$ cat src/rtl/sdram_req_arbiter_pkg.sv
// Shared types and defaults for the SDRAM request arbiter: FSM state encoding,
// default address widths and watchdog limit, and the round-robin wrap helper.
package sdram_arb_pkg;

    typedef enum logic [1:0] {
        IDLE  = 2'd0,
        ISSUE = 2'd1,
        WAIT  = 2'd2,
        DONE  = 2'd3
    } state_t;

    localparam int DEF_ROW_W          = 12;
    localparam int DEF_COL_W          = 8;
    localparam int DEF_TIMEOUT_CYCLES = 64;

    // Index reached by stepping 'step' places past 'base' on a ring of size n.
    function automatic int unsigned rr_wrap(input int unsigned base,
                                            input int unsigned step,
                                            input int unsigned n);
        return (base + step) % n;
    endfunction

endpackage

$ cat src/rtl/sdram_req_arbiter_if.sv
// Requester and controller-command signals of the SDRAM request arbiter.
// master = arbiter side, slave = requesters plus sdram_controller side.
interface sdram_req_arbiter_if #(
    parameter int NUM_REQ = 2,
    parameter int ROW_W   = 12,
    parameter int COL_W   = 8
);
    localparam int OWNER_W = $clog2(NUM_REQ);

    // Requester handshake: a request transfers on the rising edge where
    // io_req_valid[i] and io_req_ready[i] are both high; valid must be held
    // until then and may drop freely afterwards.
    logic [NUM_REQ-1:0]       io_req_valid;
    logic [NUM_REQ-1:0]       io_req_write;
    logic [NUM_REQ*ROW_W-1:0] io_req_row;
    logic [NUM_REQ*COL_W-1:0] io_req_col;
    logic [NUM_REQ-1:0]       io_req_ready;
    logic [NUM_REQ-1:0]       io_resp_done;
    logic [NUM_REQ-1:0]       io_resp_error;

    logic                     io_read_start_0;
    logic [ROW_W-1:0]         io_read_row_addresses_0;
    logic [COL_W-1:0]         io_read_col_addresses_0;
    logic                     io_read_data_valid_0;
    logic                     io_write_start_0;
    logic [ROW_W-1:0]         io_write_row_addresses_0;
    logic [COL_W-1:0]         io_write_col_addresses_0;
    logic                     io_write_data_valid_0;

    logic                     io_busy;
    logic [OWNER_W-1:0]       io_owner;

    modport master (
        input  io_req_valid, io_req_write, io_req_row, io_req_col,
        input  io_read_data_valid_0, io_write_data_valid_0,
        output io_req_ready, io_resp_done, io_resp_error,
        output io_read_start_0, io_read_row_addresses_0, io_read_col_addresses_0,
        output io_write_start_0, io_write_row_addresses_0, io_write_col_addresses_0,
        output io_busy, io_owner
    );

    modport slave (
        output io_req_valid, io_req_write, io_req_row, io_req_col,
        output io_read_data_valid_0, io_write_data_valid_0,
        input  io_req_ready, io_resp_done, io_resp_error,
        input  io_read_start_0, io_read_row_addresses_0, io_read_col_addresses_0,
        input  io_write_start_0, io_write_row_addresses_0, io_write_col_addresses_0,
        input  io_busy, io_owner
    );

endinterface

$ cat src/rtl/sdram_req_arbiter_rr_arbiter.sv
// Combinational round-robin picker: the first valid requester found searching
// upward from last_grant+1 (wrapping) wins; one-hot grant plus its index.
module rr_arbiter
    import sdram_arb_pkg::*;
#(
    parameter int NUM_REQ = 2
) (
    input  logic [NUM_REQ-1:0]         req_valid_i,
    input  logic [$clog2(NUM_REQ)-1:0] last_grant_i,
    output logic [NUM_REQ-1:0]         grant_o,
    output logic [$clog2(NUM_REQ)-1:0] grant_idx_o
);
    localparam int IDX_W = $clog2(NUM_REQ);

    logic [IDX_W-1:0] cand_idx;

    // Walk from the farthest candidate to the nearest so the nearest valid one
    // is the last assignment and therefore the winner.
    always_comb begin
        grant_o     = '0;
        grant_idx_o = '0;
        cand_idx    = '0;
        for (int unsigned k = NUM_REQ; k >= 1; k--) begin
            cand_idx = IDX_W'(rr_wrap(32'(last_grant_i), k, NUM_REQ));
            if (req_valid_i[cand_idx]) begin
                grant_o           = '0;
                grant_o[cand_idx] = 1'b1;
                grant_idx_o       = cand_idx;
            end
        end
    end

endmodule

$ cat src/rtl/sdram_req_arbiter.sv
// Round-robin arbiter sharing one sdram_controller command port among NUM_REQ
// requesters. Optional WAIT watchdog is enabled by defining SDRAM_ARB_TIMEOUT_EN.
module sdram_req_arbiter
    import sdram_arb_pkg::*;
#(
    parameter int NUM_REQ = 2,
    parameter int ROW_W   = DEF_ROW_W,
    parameter int COL_W   = DEF_COL_W
`ifdef SDRAM_ARB_TIMEOUT_EN
    ,
    parameter int TIMEOUT_CYCLES = DEF_TIMEOUT_CYCLES
`endif
) (
    input  logic                clock,
    input  logic                reset,
    sdram_req_arbiter_if.master io,
    output state_t              dbg_state_o
);
    localparam int OWNER_W = $clog2(NUM_REQ);

    state_t             state_q;
    logic               busy_q;
    logic               rd_start_q;
    logic               wr_start_q;
    logic               write_q;
    logic [NUM_REQ-1:0] done_q;
    logic [ROW_W-1:0]   row_q;
    logic [COL_W-1:0]   col_q;
    logic [OWNER_W-1:0] owner_q;
    logic [OWNER_W-1:0] last_grant_q;

    logic [NUM_REQ-1:0] grant_d;
    logic [OWNER_W-1:0] grant_idx_d;
    logic [ROW_W-1:0]   row_d;
    logic [COL_W-1:0]   col_d;
    logic               write_d;
    logic               cpl_d;
    logic [NUM_REQ-1:0] owner_oh_d;

    rr_arbiter #(.NUM_REQ(NUM_REQ)) u_rr (
        .req_valid_i  (io.io_req_valid),
        .last_grant_i (last_grant_q),
        .grant_o      (grant_d),
        .grant_idx_o  (grant_idx_d)
    );

    always_comb begin
        row_d   = '0;
        col_d   = '0;
        write_d = 1'b0;
        for (int i = 0; i < NUM_REQ; i++) begin
            if (grant_d[i]) begin
                row_d   = io.io_req_row[i*ROW_W +: ROW_W];
                col_d   = io.io_req_col[i*COL_W +: COL_W];
                write_d = io.io_req_write[i];
            end
        end
    end

    // Only the strobe matching the latched operation can finish the wait.
    assign cpl_d      = write_q ? io.io_write_data_valid_0 : io.io_read_data_valid_0;
    assign owner_oh_d = NUM_REQ'(1) << owner_q;

`ifdef SDRAM_ARB_TIMEOUT_EN
    localparam int CNT_W = (TIMEOUT_CYCLES > 2) ? $clog2(TIMEOUT_CYCLES) : 1;
    localparam logic [CNT_W-1:0] TMO_LAST = CNT_W'(TIMEOUT_CYCLES - 1);

    logic [CNT_W-1:0]   tmo_cnt_q;
    logic [NUM_REQ-1:0] err_q;
`endif

    always_ff @(posedge clock) begin
        if (reset) begin
            state_q      <= IDLE;
            busy_q       <= 1'b0;
            rd_start_q   <= 1'b0;
            wr_start_q   <= 1'b0;
            write_q      <= 1'b0;
            done_q       <= '0;
            row_q        <= '0;
            col_q        <= '0;
            owner_q      <= '0;
            last_grant_q <= OWNER_W'(NUM_REQ - 1);
`ifdef SDRAM_ARB_TIMEOUT_EN
            tmo_cnt_q    <= '0;
            err_q        <= '0;
`endif
        end else begin
            rd_start_q <= 1'b0;
            wr_start_q <= 1'b0;
            done_q     <= '0;
`ifdef SDRAM_ARB_TIMEOUT_EN
            err_q      <= '0;
`endif
            case (state_q)
                IDLE: begin
                    if (|io.io_req_valid) begin
                        row_q      <= row_d;
                        col_q      <= col_d;
                        write_q    <= write_d;
                        owner_q    <= grant_idx_d;
                        wr_start_q <= write_d;
                        rd_start_q <= ~write_d;
                        busy_q     <= 1'b1;
                        state_q    <= ISSUE;
                    end
                end
                ISSUE: begin
`ifdef SDRAM_ARB_TIMEOUT_EN
                    tmo_cnt_q <= '0;
`endif
                    state_q <= WAIT;
                end
                WAIT: begin
                    if (cpl_d) begin
                        done_q  <= owner_oh_d;
                        state_q <= DONE;
                    end
`ifdef SDRAM_ARB_TIMEOUT_EN
                    else if (tmo_cnt_q == TMO_LAST) begin
                        err_q   <= owner_oh_d;
                        state_q <= DONE;
                    end else begin
                        tmo_cnt_q <= tmo_cnt_q + 1'b1;
                    end
`endif
                end
                DONE: begin
                    last_grant_q <= owner_q;
                    busy_q       <= 1'b0;
                    state_q      <= IDLE;
                end
                default: state_q <= IDLE;
            endcase
        end
    end

    // Acceptance is decided in IDLE from the live request vector.
    assign io.io_req_ready = (state_q == IDLE && !reset) ? grant_d : '0;
    assign io.io_resp_done = done_q;
`ifdef SDRAM_ARB_TIMEOUT_EN
    assign io.io_resp_error = err_q;
`else
    assign io.io_resp_error = '0;
`endif

    assign io.io_read_start_0          = rd_start_q;
    assign io.io_read_row_addresses_0  = row_q;
    assign io.io_read_col_addresses_0  = col_q;
    assign io.io_write_start_0         = wr_start_q;
    assign io.io_write_row_addresses_0 = row_q;
    assign io.io_write_col_addresses_0 = col_q;
    assign io.io_busy                  = busy_q;
    assign io.io_owner                 = owner_q;
    assign dbg_state_o                 = state_q;

endmodule

$ cat src/flat_wrapper.sv
// flat-port wrapper written by rule: the top's interface ports become plain ports
module sdram_req_arbiter_flat import sdram_arb_pkg::*;
#(
    parameter int NUM_REQ = 2,
    parameter int ROW_W   = DEF_ROW_W,
    parameter int COL_W   = DEF_COL_W

)
  (clock, reset, dbg_state_o, io_io_req_valid, io_io_req_write, io_io_req_row, io_io_req_col, io_io_read_data_valid_0, io_io_write_data_valid_0, io_io_req_ready, io_io_resp_done, io_io_resp_error, io_io_read_start_0, io_io_read_row_addresses_0, io_io_read_col_addresses_0, io_io_write_start_0, io_io_write_row_addresses_0, io_io_write_col_addresses_0, io_io_busy, io_io_owner);
  sdram_req_arbiter_if #(.NUM_REQ(NUM_REQ), .ROW_W(ROW_W), .COL_W(COL_W)) io_i ();
  input  logic clock;
  input  logic reset;
  output state_t dbg_state_o;
  input wire logic [$bits(io_i.io_req_valid)-1:0] io_io_req_valid;
  input wire logic [$bits(io_i.io_req_write)-1:0] io_io_req_write;
  input wire logic [$bits(io_i.io_req_row)-1:0] io_io_req_row;
  input wire logic [$bits(io_i.io_req_col)-1:0] io_io_req_col;
  input wire logic [$bits(io_i.io_read_data_valid_0)-1:0] io_io_read_data_valid_0;
  input wire logic [$bits(io_i.io_write_data_valid_0)-1:0] io_io_write_data_valid_0;
  output wire logic [$bits(io_i.io_req_ready)-1:0] io_io_req_ready;
  output wire logic [$bits(io_i.io_resp_done)-1:0] io_io_resp_done;
  output wire logic [$bits(io_i.io_resp_error)-1:0] io_io_resp_error;
  output wire logic [$bits(io_i.io_read_start_0)-1:0] io_io_read_start_0;
  output wire logic [$bits(io_i.io_read_row_addresses_0)-1:0] io_io_read_row_addresses_0;
  output wire logic [$bits(io_i.io_read_col_addresses_0)-1:0] io_io_read_col_addresses_0;
  output wire logic [$bits(io_i.io_write_start_0)-1:0] io_io_write_start_0;
  output wire logic [$bits(io_i.io_write_row_addresses_0)-1:0] io_io_write_row_addresses_0;
  output wire logic [$bits(io_i.io_write_col_addresses_0)-1:0] io_io_write_col_addresses_0;
  output wire logic [$bits(io_i.io_busy)-1:0] io_io_busy;
  output wire logic [$bits(io_i.io_owner)-1:0] io_io_owner;
  assign io_i.io_req_valid = io_io_req_valid;
  assign io_i.io_req_write = io_io_req_write;
  assign io_i.io_req_row = io_io_req_row;
  assign io_i.io_req_col = io_io_req_col;
  assign io_i.io_read_data_valid_0 = io_io_read_data_valid_0;
  assign io_i.io_write_data_valid_0 = io_io_write_data_valid_0;
  assign io_io_req_ready = io_i.io_req_ready;
  assign io_io_resp_done = io_i.io_resp_done;
  assign io_io_resp_error = io_i.io_resp_error;
  assign io_io_read_start_0 = io_i.io_read_start_0;
  assign io_io_read_row_addresses_0 = io_i.io_read_row_addresses_0;
  assign io_io_read_col_addresses_0 = io_i.io_read_col_addresses_0;
  assign io_io_write_start_0 = io_i.io_write_start_0;
  assign io_io_write_row_addresses_0 = io_i.io_write_row_addresses_0;
  assign io_io_write_col_addresses_0 = io_i.io_write_col_addresses_0;
  assign io_io_busy = io_i.io_busy;
  assign io_io_owner = io_i.io_owner;
  sdram_req_arbiter #(.NUM_REQ(NUM_REQ), .ROW_W(ROW_W), .COL_W(COL_W)) u_core (.clock(clock), .reset(reset), .io(io_i), .dbg_state_o(dbg_state_o));
endmodule
$ cat config.mk
export PLATFORM = sky130hd
export DESIGN_NAME = sdram_req_arbiter_flat
export DESIGN_NICKNAME = d
export VERILOG_FILES = /design/src/rtl/sdram_req_arbiter_pkg.sv /design/src/rtl/sdram_req_arbiter_if.sv /design/src/rtl/sdram_req_arbiter_rr_arbiter.sv /design/src/rtl/sdram_req_arbiter.sv /design/src/flat_wrapper.sv
export SDC_FILE = /design/constraint.sdc
export NUM_CORES = 1
export LEC_CHECK = 0
export BUFFER_PORTS_ARGS = -buffer_cell sky130_fd_sc_hd__buf_2
export CORE_ASPECT_RATIO = 1.75
export CORE_UTILIZATION = 46
export CTS_BUF_LIST = sky130_fd_sc_hd__clkbuf_8
export DETAILED_ROUTE_END_ITERATION = 12
export PLACE_DENSITY = 0.88
export SLEW_MARGIN = 20
export SYNTH_ARGS = -nofsm -noshare
export SYNTH_HDL_FRONTEND = slang
export SYNTH_SLANG_ARGS = --single-unit
$ cat constraint.sdc
create_clock -name clock -period 3.8 [get_ports clock]
set_clock_uncertainty 0.05 [all_clocks]
set_input_delay 0.76 -clock clock [delete_from_list [all_inputs] [get_ports clock]]
set_output_delay 0.76 -clock clock [all_outputs]
set_load 0.03 [all_outputs]
==> run metrics <==
result of the run completed; area enclosed by the die boundary 3490 sq um; count of distinct cell types in the synthesized netlist 32; initial standard-cell utilization of the core 48.0%; worst r2r dst u_core.io.io_read_row_addresses_0[9]$_SDFFE_PP0P_; Bufs on Longest Clock Path 2; last weighted congestion value of the routability-driven placer 0.785; final standard cell count with taps included and fillers excluded 274; setup repair after global routing missed its margin false; mean instance size in the synthesized netlist 9.51 sq um; Buffers on Ports 97; transition time of the tightest slew-check pin 635 ps; Startpoint Class register; Starting DRT DRC Count 40; worst endpoint data arrival time 1990 ps; setup-violating endpoint count in the final report 0; ANT cells 0; total instance count after detailed placement 266; layout cells sized above 1 45.9%; worst flop-to-flop path startpoint u_core.dbg_state_o[0]$_SDFFE_PP0P_; highest fanout seen on the critical path 20; relative max-transition margin 57.5%; total chip power 1.53 mW; vias in the first global route 1,241; via density per instance 5.17; top flip-flop cell by instance count after synthesis dfxtp_1; Power Density 805 nW/um^2; Post-Route Setup TNS 0 ps; synthesized instance count 157; min cycle time layout 2800 ps; count of warnings emitted by yosys 0; synthesis-to-layout area growth 27.6%; series of cell instances along the critical path inv_1, ha_1, buf_4, nor2b_1, and3_1, buf_2; required time worst endpoint 2990 ps; slowest cell on the critical path nor2b_1; Placed Area 1810 sq um; first-pass GRT wire length 5.50 mm; type of the most critical hold path register to register; CTS root buf clkbuf_8; CTS hold repair buffers 0; final std cell area, no fill 1900 sq um; leading cell type by number of instances after synthesis dfxtp_1; utilization after layout 61.3%; Critical Path Max Stage Delay 350 ps; number of design rule violations left after detail routing 0; final slew viol count 0; met1 routed wirelength after detailed routing 1.38 mm; sequential cell area fraction in the yosys report 40.2%; cell types with the largest area share after synthesis dfxtp_1 40%, buf_4 13%, o32ai_1 9.4%, a211oi_1 8.5%, nor2_1 5.3%; Static Leakage 0.971 nW; Detailed Place HPWL 2.64 mm; Antenna Nets Post-Route 0; FMAX 0.357 GHz; number of antenna violations at the first check in global routing 0; final hold vios 0; final layout net count 282; R2R depth 6; met3 layer wire length in the routed design 203 microns; CTS tree done; count of cells resized by post-cts repair 0; Netlist Area Pre-Place 1490 sq um; Row Count 27; Top Metal Used met4; most instantiated cells after synthesis 30 x dfxtp_1, 26 x buf_4, 21 x nor2_1; biggest area consumer among synthesized cells dfxtp_1; reported max-cap violation count 0; number of placed I/O pins 100; vias 1,417; worst setup path endpoint io_io_req_ready[0]; die span in x 45.1 microns; post-synth top area share 40.2%; Post-CTS Setup Inserts 0; H-tree Lvls 2; clock-pin transition on the worst setup and hold timing paths 60 ps; Seq cells post-synth 30; number of clock buffers inserted by TritonCTS 5; overflow left after global routing 0; wire length per cell after detailed routing 13.2 microns; Detailed Routing Iterations Pass 1 4; vertical extent of the die 77.4 microns; number of enable flip-flop cells after synthesis 0; global router's overall resource usage 21.9%; worst setup path category register to output port; Placeable Area 3110 sq um; number of sinks driven by the clock tree 30; post-route fraction of the period consumed by the critical path 73.7%; Peak supply drop 0.000436 V; setup slack, reg-to-reg 1710 ps; worst hold start u_core.io.io_busy$_SDFFE_PP0P_; clock latency of the later-clocked register in the worst-skew pair 280 ps; total met2 wirelength after detailed routing 1.93 mm; post-synthesis async set-or-reset flop share 0%; final wirelength 3.62 mm; launching element of the worst setup path u_core.dbg_state_o[0]$_SDFFE_PP0P_; endpoint type of the worst setup path output port; maximum number of pins on one net before global-route repair 26
-- worst min-delay path by stage --
stage                                                         endpoint  slack, ps  cells after the start
global placement                           u_core.write_q$_SDFFE_PP0P_        430                      1
finish                                  u_core.io.io_busy$_SDFFE_PP0P_        450                      2
global route        u_core.io.io_read_row_addresses_0[10]$_SDFFE_PP0P_        470                      1
floorplan                                  u_core.write_q$_SDFFE_PP0P_        400                      1
CTS                                     u_core.io.io_busy$_SDFFE_PP0P_        460                      2
detailed placement  u_core.io.io_read_row_addresses_0[10]$_SDFFE_PP0P_        450                      1
-- state kept, by name, summed over array words and instances, names as in the netlist --
register and cells:
u_core.dbg_state_o 2, u_core.io.io_busy 1, u_core.io.io_owner 1, u_core.io.io_read_col_addresses_0 8, u_core.io.io_read_row_addresses_0 12, u_core.io.io_read_start_0 1
u_core.io.io_resp_done 2, u_core.io.io_write_start_0 1, u_core.last_grant_q 1, u_core.write_q 1
-- cell type report --
cell class | instances | area [sq um]
clock buffer | 6 | 82.6
sequential | 30 | 601
timing repair buffer | 98 | 493
fill | 318 | 1200
tap | 43 | 53.8
clock inverter | 2 | 8.76
inverter | 3 | 11.3
multi-input combinational | 92 | 654
-- cells in the final DEF, fill, tap and decap left out, drive strengths merged, types with 2 or more instances in the layout --
cell type,Yosys,layout
o32ai,16,16
a211oi,17,17
conb,1,2
a221o,4,4
clkbuf,4,6
and3,5,5
nor2,21,21
mux2i,2,2
buf,29,98
nand2b,3,3
nor2b,3,3
ha,4,4
dfxtp,30,30
inv,3,4
-- report_power, final --
part           switching (mW)  total (mW)  leakage [nW]  internal (mW)
logic                   0.561       0.802         0.670          0.241
registers              0.0658       0.475         0.248          0.409
clock network           0.112       0.255        0.0524          0.143
-- worst max-delay path: cells and delay by family, from the launching register on --
family	cells	cell delay (ps)
adder cells (fa/ha/maj)	1	160
AND/OR/NAND/NOR	2	650
buffers and inverters	3	570
flip-flops	1	320
-- cell families (layout without fill, tap and decap cells) --
family / after synthesis / count (layout) / synth area share [%]
multiplexers: 2 / 2 / 1.34
AO/OA/AOI/OAI: 47 / 47 / 26.1
other: 1 / 2 / 0.251
AND/OR/NAND/NOR: 37 / 37 / 12.4
flip-flops: 30 / 30 / 40.2
buffers and inverters: 36 / 109 / 16.3
adder cells (fa/ha/maj): 4 / 4 / 3.35
-- metal layers --
| metal | global-route usage, % | vias to the layer above |
|---|---|---|
| met4 | 12.1 | 0 |
| li1 | - | 709 |
| met3 | 8.14 | 10 |
| met5 | 0 | - |
| met2 | 35.5 | 56 |
| met1 | 23.5 | 642 |
-- per-stage QoR --
stage,setup WS [ps],hold WS (ps)
finish,1000,449
global route,785,472
CTS,1010,457
detailed placement,1130,446
global placement,1150,431
floorplan,1540,404
No activity file was read; power rests on OpenSTA's default activity.
